==> src/rtl/uart_pkg.sv <==
// -----------------------------------------------------------------------------
// uart_pkg
// Shared definitions for the UART flow-control slice.
//   tx_state_e   : TX sequencer state encoding (IDLE, POP, LOAD, START, WAIT, GAP)
//   CNT_SAT_ALL  : all-ones source for the saturation value of the error
//                  counters. A counter of width N saturates at CNT_SAT_ALL[N-1:0].
// -----------------------------------------------------------------------------
package uart_pkg;

    typedef enum logic [2:0] {
        ST_IDLE  = 3'd0,
        ST_POP   = 3'd1,
        ST_LOAD  = 3'd2,
        ST_START = 3'd3,
        ST_WAIT  = 3'd4,
        ST_GAP   = 3'd5
    } tx_state_e;

    localparam logic [31:0] CNT_SAT_ALL = '1;

endpackage

==> src/rtl/uart_sat_cnt.sv <==
// -----------------------------------------------------------------------------
// uart_sat_cnt
// Saturating up-counter with synchronous clear. Clear wins over a same-cycle
// increment; once the count reaches all-ones further increments are ignored.
// Ports:
//   clk  in      rising-edge clock
//   rst  in      asynchronous active-high reset (count -> 0)
//   clr  in      synchronous clear
//   inc  in      increment request
//   cnt  out WD  current count
// -----------------------------------------------------------------------------
module uart_sat_cnt
    import uart_pkg::*;
#(
    parameter int WD = 8
) (
    input  logic          clk,
    input  logic          rst,
    input  logic          clr,
    input  logic          inc,
    output logic [WD-1:0] cnt
);

    localparam logic [WD-1:0] SAT_MAX = CNT_SAT_ALL[WD-1:0];

    logic [WD-1:0] cnt_d;
    logic [WD-1:0] cnt_q;

    always_comb begin
        // NOTE: the default assignment first means every path assigns cnt_d,
        // so no latch is inferred when neither branch below is taken.
        cnt_d = cnt_q;
        if (clr) begin
            cnt_d = '0;
        end else if (inc && (cnt_q != SAT_MAX)) begin
            cnt_d = cnt_q + WD'(1);
        end
    end

    // NOTE: state flops use non-blocking assignments so every flop samples
    // the pre-edge values, independent of statement order between blocks.
    always_ff @(posedge clk or posedge rst) begin
        if (rst) begin
            cnt_q <= '0;
        end else begin
            cnt_q <= cnt_d;
        end
    end

    assign cnt = cnt_q;

endmodule

==> src/rtl/uart_flow_ctrl.sv <==
// -----------------------------------------------------------------------------
// uart_flow_ctrl
// Sequencer between the host FIFOs and uart_top. Drains the TX FIFO one frame
// at a time, arms the receiver, commits clean received frames to the RX FIFO
// and counts frames with errors or that were dropped because the FIFO was full.
// Ports:
//   clk, rst            clock, asynchronous active-high reset
//   tx_en               allow TX draining
//   rx_en               allow reception (registered onto rx_start)
//   cnt_clr             synchronous clear of all counters
//   tx_empty, tx_busy   TX FIFO empty / transmitter busy
//   tx_done             frame transmitted (pulse)
//   rx_full             RX FIFO full
//   rx_done             frame received (pulse), qualifies the error flags
//   framing_error_flag, parity_error_flag
//   tx_rd_en, tx_start  TX FIFO pop / transmitter start (pulses)
//   rx_start            receiver enable
//   rx_wr_en            RX FIFO push (pulse)
//   tx_active           TX sequencer busy with a frame (not IDLE)
//   frame_err_cnt, parity_err_cnt, overrun_cnt   saturating counters
// -----------------------------------------------------------------------------
module uart_flow_ctrl
    import uart_pkg::*;
#(
    parameter int TX_GAP      = 4,
    parameter int CNT_WD      = 8,
    parameter bit DROP_ON_ERR = 1'b1
) (
    input  logic              clk,
    input  logic              rst,
    input  logic              tx_en,
    input  logic              rx_en,
    input  logic              cnt_clr,
    input  logic              tx_empty,
    input  logic              tx_busy,
    input  logic              tx_done,
    input  logic              rx_full,
    input  logic              rx_done,
    input  logic              framing_error_flag,
    input  logic              parity_error_flag,
    output logic              tx_rd_en,
    output logic              tx_start,
    output logic              rx_start,
    output logic              rx_wr_en,
    output logic              tx_active,
    output logic [CNT_WD-1:0] frame_err_cnt,
    output logic [CNT_WD-1:0] parity_err_cnt,
    output logic [CNT_WD-1:0] overrun_cnt
);

    // The gap counter is loaded with TX_GAP-1 and counts down to 0, giving
    // exactly TX_GAP cycles in GAP. With TX_GAP=0 the GAP state is skipped.
    localparam int GAP_W = (TX_GAP > 1) ? $clog2(TX_GAP) : 1;
    localparam logic [GAP_W-1:0] GAP_LOAD = (TX_GAP > 0) ? GAP_W'(TX_GAP - 1) : '0;

    tx_state_e        state_d, state_q;
    logic [GAP_W-1:0] gap_cnt_d, gap_cnt_q;
    logic             rx_start_d, rx_start_q;
    logic             rx_wr_en_d, rx_wr_en_q;

    logic rx_take;
    logic rx_err;
    logic fe_inc, pe_inc, ov_inc;

    // ---------------- TX sequencer ----------------
    // tx_en is only consulted in IDLE, so a frame already popped always runs
    // through WAIT and GAP even if tx_en drops mid-frame.
    always_comb begin
        state_d   = state_q;
        gap_cnt_d = gap_cnt_q;
        unique case (state_q)
            ST_IDLE:  if (tx_en && !tx_empty && !tx_busy) state_d = ST_POP;
            ST_POP:   state_d = ST_LOAD;
            ST_LOAD:  state_d = ST_START;   // FIFO rd_data is registered; let it settle
            ST_START: state_d = ST_WAIT;
            ST_WAIT: begin
                if (tx_done) begin
                    if (TX_GAP == 0) begin
                        state_d = ST_IDLE;
                    end else begin
                        state_d   = ST_GAP;
                        gap_cnt_d = GAP_LOAD;
                    end
                end
            end
            ST_GAP: begin
                if (gap_cnt_q == '0) state_d = ST_IDLE;
                else                 gap_cnt_d = gap_cnt_q - GAP_W'(1);
            end
            default:  state_d = ST_IDLE;
        endcase
    end

    assign tx_rd_en  = (state_q == ST_POP);
    assign tx_start  = (state_q == ST_START);
    assign tx_active = (state_q != ST_IDLE);

    // ---------------- RX commit ----------------
    // Errors take priority over the full check: an errored frame never counts
    // as an overrun, and is pushed only when errors are tolerated and there is room.
    always_comb begin
        rx_start_d = rx_en;
        rx_take    = rx_done & rx_en;
        rx_err     = framing_error_flag | parity_error_flag;
        fe_inc     = rx_take & framing_error_flag;
        pe_inc     = rx_take & parity_error_flag;
        ov_inc     = rx_take & ~rx_err & rx_full;
        rx_wr_en_d = rx_take & ~rx_full & (~rx_err | ~DROP_ON_ERR);
    end

    assign rx_start = rx_start_q;
    assign rx_wr_en = rx_wr_en_q;

    always_ff @(posedge clk or posedge rst) begin
        if (rst) begin
            state_q    <= ST_IDLE;
            gap_cnt_q  <= '0;
            rx_start_q <= 1'b0;
            rx_wr_en_q <= 1'b0;
        end else begin
            state_q    <= state_d;
            gap_cnt_q  <= gap_cnt_d;
            rx_start_q <= rx_start_d;
            rx_wr_en_q <= rx_wr_en_d;
        end
    end

    // ---------------- Error counters ----------------
    uart_sat_cnt #(.WD(CNT_WD)) u_frame_err_cnt (
        .clk (clk),
        .rst (rst),
        .clr (cnt_clr),
        .inc (fe_inc),
        .cnt (frame_err_cnt)
    );

    uart_sat_cnt #(.WD(CNT_WD)) u_parity_err_cnt (
        .clk (clk),
        .rst (rst),
        .clr (cnt_clr),
        .inc (pe_inc),
        .cnt (parity_err_cnt)
    );

    uart_sat_cnt #(.WD(CNT_WD)) u_overrun_cnt (
        .clk (clk),
        .rst (rst),
        .clr (cnt_clr),
        .inc (ov_inc),
        .cnt (overrun_cnt)
    );

endmodule

==> config.mk <==
export PLATFORM = sky130hd
export DESIGN_NAME = uart_flow_ctrl
export DESIGN_NICKNAME = d
export VERILOG_FILES = /design/src/rtl/uart_pkg.sv /design/src/rtl/uart_sat_cnt.sv /design/src/rtl/uart_flow_ctrl.sv
export SDC_FILE = /design/constraint.sdc
export NUM_CORES = 1
export LEC_CHECK = 0
export ABC_AREA = 1
export CORE_MARGIN = 1
export CORE_UTILIZATION = 30
export DETAILED_ROUTE_END_ITERATION = 10
export GPL_ROUTABILITY_DRIVEN = 0
export PLACE_DENSITY = 0.55
export SKIP_LAST_GASP = 1
export SYNTH_ARGS = -nofsm -noshare
export SYNTH_HDL_FRONTEND = slang
export SYNTH_SLANG_ARGS = --single-unit
==> constraint.sdc <==
create_clock -name clk -period 3 [get_ports clk]
set_clock_uncertainty 0.1 [all_clocks]
set_input_delay 0.3 -clock clk [delete_from_list [all_inputs] [get_ports clk]]
set_output_delay 0.3 -clock clk [all_outputs]
set_load 0.02 [all_outputs]
# After elaboration in Yosys (flattened, before gate mapping)
# Index checks and enable logic that the tools add are counted.
# Widths: inputs -> output; s select.
# word_totals
regBits	31
inputBits	12
output_inout_bits	29
word_cells	62
# op_classes
n_addsub	4
n_eq_ne	12
n_mux	13
n_bitwise	10
reduce_logical	16
# op_table
op	count
$mux 8	6
$add 8x1->8 const B	3
$ne 8x8->1 const B	3
$pmux 3 s6	1
$mux 3	3
$ne 2x2->1 const B	4
$reduce_bool 2->1	4
$and 1x1->1	7
$eq 3x2->1 const B	2
$eq 3x3->1 const B	2
$reduce_and 3->1	2
$logic_and 1x1->1	5
$mux 2	2
$pmux 2 s2	1
$eq 3x1->1 const B	1
$logic_not 3->1	1
$reduce_bool 3->1	1
$logic_not 1->1	2
$logic_not 2->1	1
$not 1->1	2
$sub 2x1->2 const B	1
$or 1x1->1	1

# Depth between registers and ports, before layout
# depth
ltp_word	7
ltp_mapped	9

# Hierarchy
# A second synthesis with hierarchy kept.
# unflattened
hier_cells	263
area_unflattened_um2	1946.9
# by_module_without_submodules
mod	instances	cells_per_inst	area_each_um2	seq_area_each_um2
uart_sat_cnt	3	69	506.7	200.2
uart_flow_ctrl	1	56	426.7	175.2

# Worst setup path after synthesis
# OpenSTA, ideal clock, no wires.
# synth_timing
kind	reg-to-reg
start	register u_overrun_cnt.cnt_q[1] (netlist: u_overrun_cnt.cnt[1])
end	register u_overrun_cnt.cnt_q[4] (netlist: u_overrun_cnt.cnt[4])
setup_time_ns	0.083
t_arrival_ns	1.358
t_required_ns	2.817
slack_ns	1.460
path_stages_with_launch	9
period_less_slack_ns	1.540
cell_sequence	dfrtp_1 ha_1 nand2_2 nor2_4 nand3_2 nand2_2 buf_6 nand3_1 o21ai_0
# synth_via
elab_chain_cells	3
# synth_lines
element	line	text
from (decl)	uart_sat_cnt.sv:27	logic [WD-1:0] cnt_q;
from (signal assigned)	uart_sat_cnt.sv:46	cnt_q <= cnt_d;
$add 8x1->8 or $ne 8x8->1 (tied branches)	uart_sat_cnt.sv:36, uart_sat_cnt.sv:35	
$mux 8 or $logic_and 1x1->1 (tied branches)	uart_sat_cnt.sv:35	end else if (inc && (cnt_q != SAT_MAX)) begin
$mux 8 or $reduce_bool 2->1 (tied branches)	-	
# Parallel ways exist; a longest one is shown, timed or not. The select of a mux whose other input is x is not followed.
# A chain may end at the register's enable or synchronous reset.

# Worst setup path in the final report
# layout_timing
start	register state_q[1]
end	output port tx_rd_en
# layout_via
elab_chain_cells	1
# layout_lines
element	line	text
from (decl)	uart_flow_ctrl.sv:56	tx_state_e state_d, state_q;
from (signal assigned)	uart_flow_ctrl.sv:121	state_q <= state_d;
$eq 3x1->1	uart_flow_ctrl.sv:94	assign tx_rd_en = (state_q == ST_POP);
to (decl)	uart_flow_ctrl.sv:41	output logic tx_rd_en,
# No other way between the ends.

==> metrics <==
post-synthesis sequential element count 31; P per Cell Area 446 nW/um^2; yosys warns 0; Synth async-reset ratio 1.00; I/O pin total 41; Antenna Nets Post-Route 0; initial DRC count 69; Residual DRC 0; Via Count 1695; Post-CTS Setup Inserts 0; clk buf depth 2; Synth area leaders dfrtp_1 (43%), nand2_1 (16%), nand3_1 (8.5%), inv_1 (7.2%), nor2_1 (6.4%); Core Rows 28; final setup vio count 0; Avg WL per Cell 10.8 um; Die Y 80.0 um; area leader, netlist dfrtp_1; # port buffers 40; layout cell share with drive strength beyond 1 0.0596; Worst-Margin Slew 447 ps; Gate Count Post-Synth 257; crit path DAT 1580 ps; post_cts resized 0; first-pass GRT wire length 6720 um; pre-CTS WS 945 ps; utilization after layout 0.404; Post-Synthesis Cell Area 1820 um^2; CP endpoint kind output pin; setup ws final 1020 ps; DR vias/cell 4.50; initial antenna violation count 0; Layout Nets 317; number of synthesized flops with an enable pin 0; Worst-path clk slew 60 ps; Final Hold Vio Count 0; most frequent cells after synthesis nand2_1 (76), inv_1 (35), dfrtp_1 (31), nand3_1 (31), nor2_1 (31); Final Max Slew Viols 0; Tmin final 1980 ps; vias in the first global route 1497; die area 6390 um^2; RSZ-0062 raised after global routing false; H-tree depth 2; top-area cell type share of the netlist area 0.426; routed wire length 4070 um; Fmax 505 MHz; Initial DRT Pass Iterations 4; Main synth FF type dfrtp_1; # fillers 624; Hold Buf Count CTS 0; GRT Overall Usage 0.141; root buf cell clkbuf_8; period utilization 0.661; Remaining Overflow, GRT 0; Initial Util 0.310; Worst setup SP type register; worst hold path class in2async; syn nets 273; cts bufs inserted 5; largest net degree at the start of global routing 32; status complete, no violations; CTS sink count 31; most numerous cell in the Yosys netlist nand2_1; critical-path maximum fanout 5; clk_lat worst skew 280 ps; register area share after synthesis 0.426; Avg Inst Size Synth 7.09 um^2; DP HPWL 2990 um; Core Box Area 5890 um^2; CP Class reg2out; Area growth, synth to finish 30.5%; Final TNS setup 0 ps; Max Cap Violations 0; relative slew slack 0.701; Synth cell types 23; width of the die 80.0 um; leak pwr 0.00118 uW; Critical Path RT 2600 ps; antenna cell count 0; CTS tree built; Peak VDD IR 0.000217 V
final timing paths:
kind / to / cells after the start / slack [ps] / start
max: tx_rd_en / 4 / 1020 / state_q[1]
min: gap_cnt_q[1] / 3 / 290 / rst
max reg2reg: u_overrun_cnt.cnt[2] / 8 / 1390 / u_overrun_cnt.cnt[1]
min reg2reg: gap_cnt_q[0] / 2 / 400 / gap_cnt_q[0]
max in group asynchronous: u_frame_err_cnt.cnt[6] / 3 / 2210 / rst
min in group clk: gap_cnt_q[0] / 2 / 400 / gap_cnt_q[0]
layout make-up:
| cell class | instances | area [um^2] | area share |
|---|---|---|---|
| clock inverters | 1 | 5.00 | 0.00210 |
| well taps | 75 | 93.8 | 0.0394 |
| flip-flops and latches | 31 | 776 | 0.326 |
| multi-input cells | 186 | 886 | 0.372 |
| repair buffers | 41 | 408 | 0.171 |
| inverters | 36 | 135 | 0.0568 |
| clock buffers | 7 | 76.3 | 0.0321 |
cells in the final DEF, fill, tap and decap left out:
cell type	count
ha_1	4
clkbuf_1	2
nor3_1	4
nor3_2	1
o21ai_1	1
nand3_2	2
dfrtp_1	31
inv_2	1
a21oi_1	5
nand2_1	76
nand4_1	4
o21ai_0	13
xor2_1	4
clkbuf_8	5
buf_4	1
nand3_1	31
o21ai_2	1
o21bai_1	2
nor3b_1	1
nor2_1	31
or2_2	1
clkdlybuf4s50_1	40
nand2_2	4
inv_1	35
nor2_4	1
clkinv_2	1
cell families after synthesis:
family,Yosys count,share of synthesized area
adder cells (fa/ha/maj),4,0.0275
XOR/XNOR,4,0.0192
AO/OA/AOI/OAI,22,0.0652
flip-flops,31,0.426
AND/OR/NAND/NOR,156,0.374
buffers and inverters,40,0.0885
layer usage:
metal	track usage	vias to the layer above	part of all wire
li1	-	904	-
met1	0.182	757	0.52
met2	0.211	29	0.42
met3	0.0526	5	0.047
met4	0.0536	0	0.014
met5	0	-	0
where the power goes:
| group | switching [uW] | leakage [uW] | internal (uW) |
|---|---|---|---|
| logic | 154 | 0.000721 | 108 |
| clock network | 156 | 0.0000422 | 163 |
| registers | 27.6 | 0.000421 | 454 |
| total | 337 | 0.00118 | 724 |
state kept, by name (all words and copies together) (netlist names):
| name | count |
|---|---|
| gap_cnt_q | 2 |
| rx_start | 1 |
| rx_wr_en | 1 |
| state_q | 3 |
| u_frame_err_cnt.cnt | 8 |
| u_overrun_cnt.cnt | 8 |
| u_parity_err_cnt.cnt | 8 |
through the flow:
step / hold WS, ps / area, um^2 / power [uW] / instances
2_1_floorplan: 231 / 1820 / 659 / 257
3_3_place_gp: 388 / 2300 / 755 / 369
3_5_place_dp: 391 / 2300 / 756 / 369
4_1_cts: 313 / 2380 / 1080 / 377
5_1_grt: 341 / 2380 / 1140 / 377
6_report: 291 / 2380 / 1060 / 377
worst max-delay path: stages (launching register included):
cell and delay, ps:
dfrtp_1 390, inv_1 120, nand2_1 90, nor2_1 90
clkdlybuf4s50_1 610
Note: power is estimated with default switching activity, not from simulation.
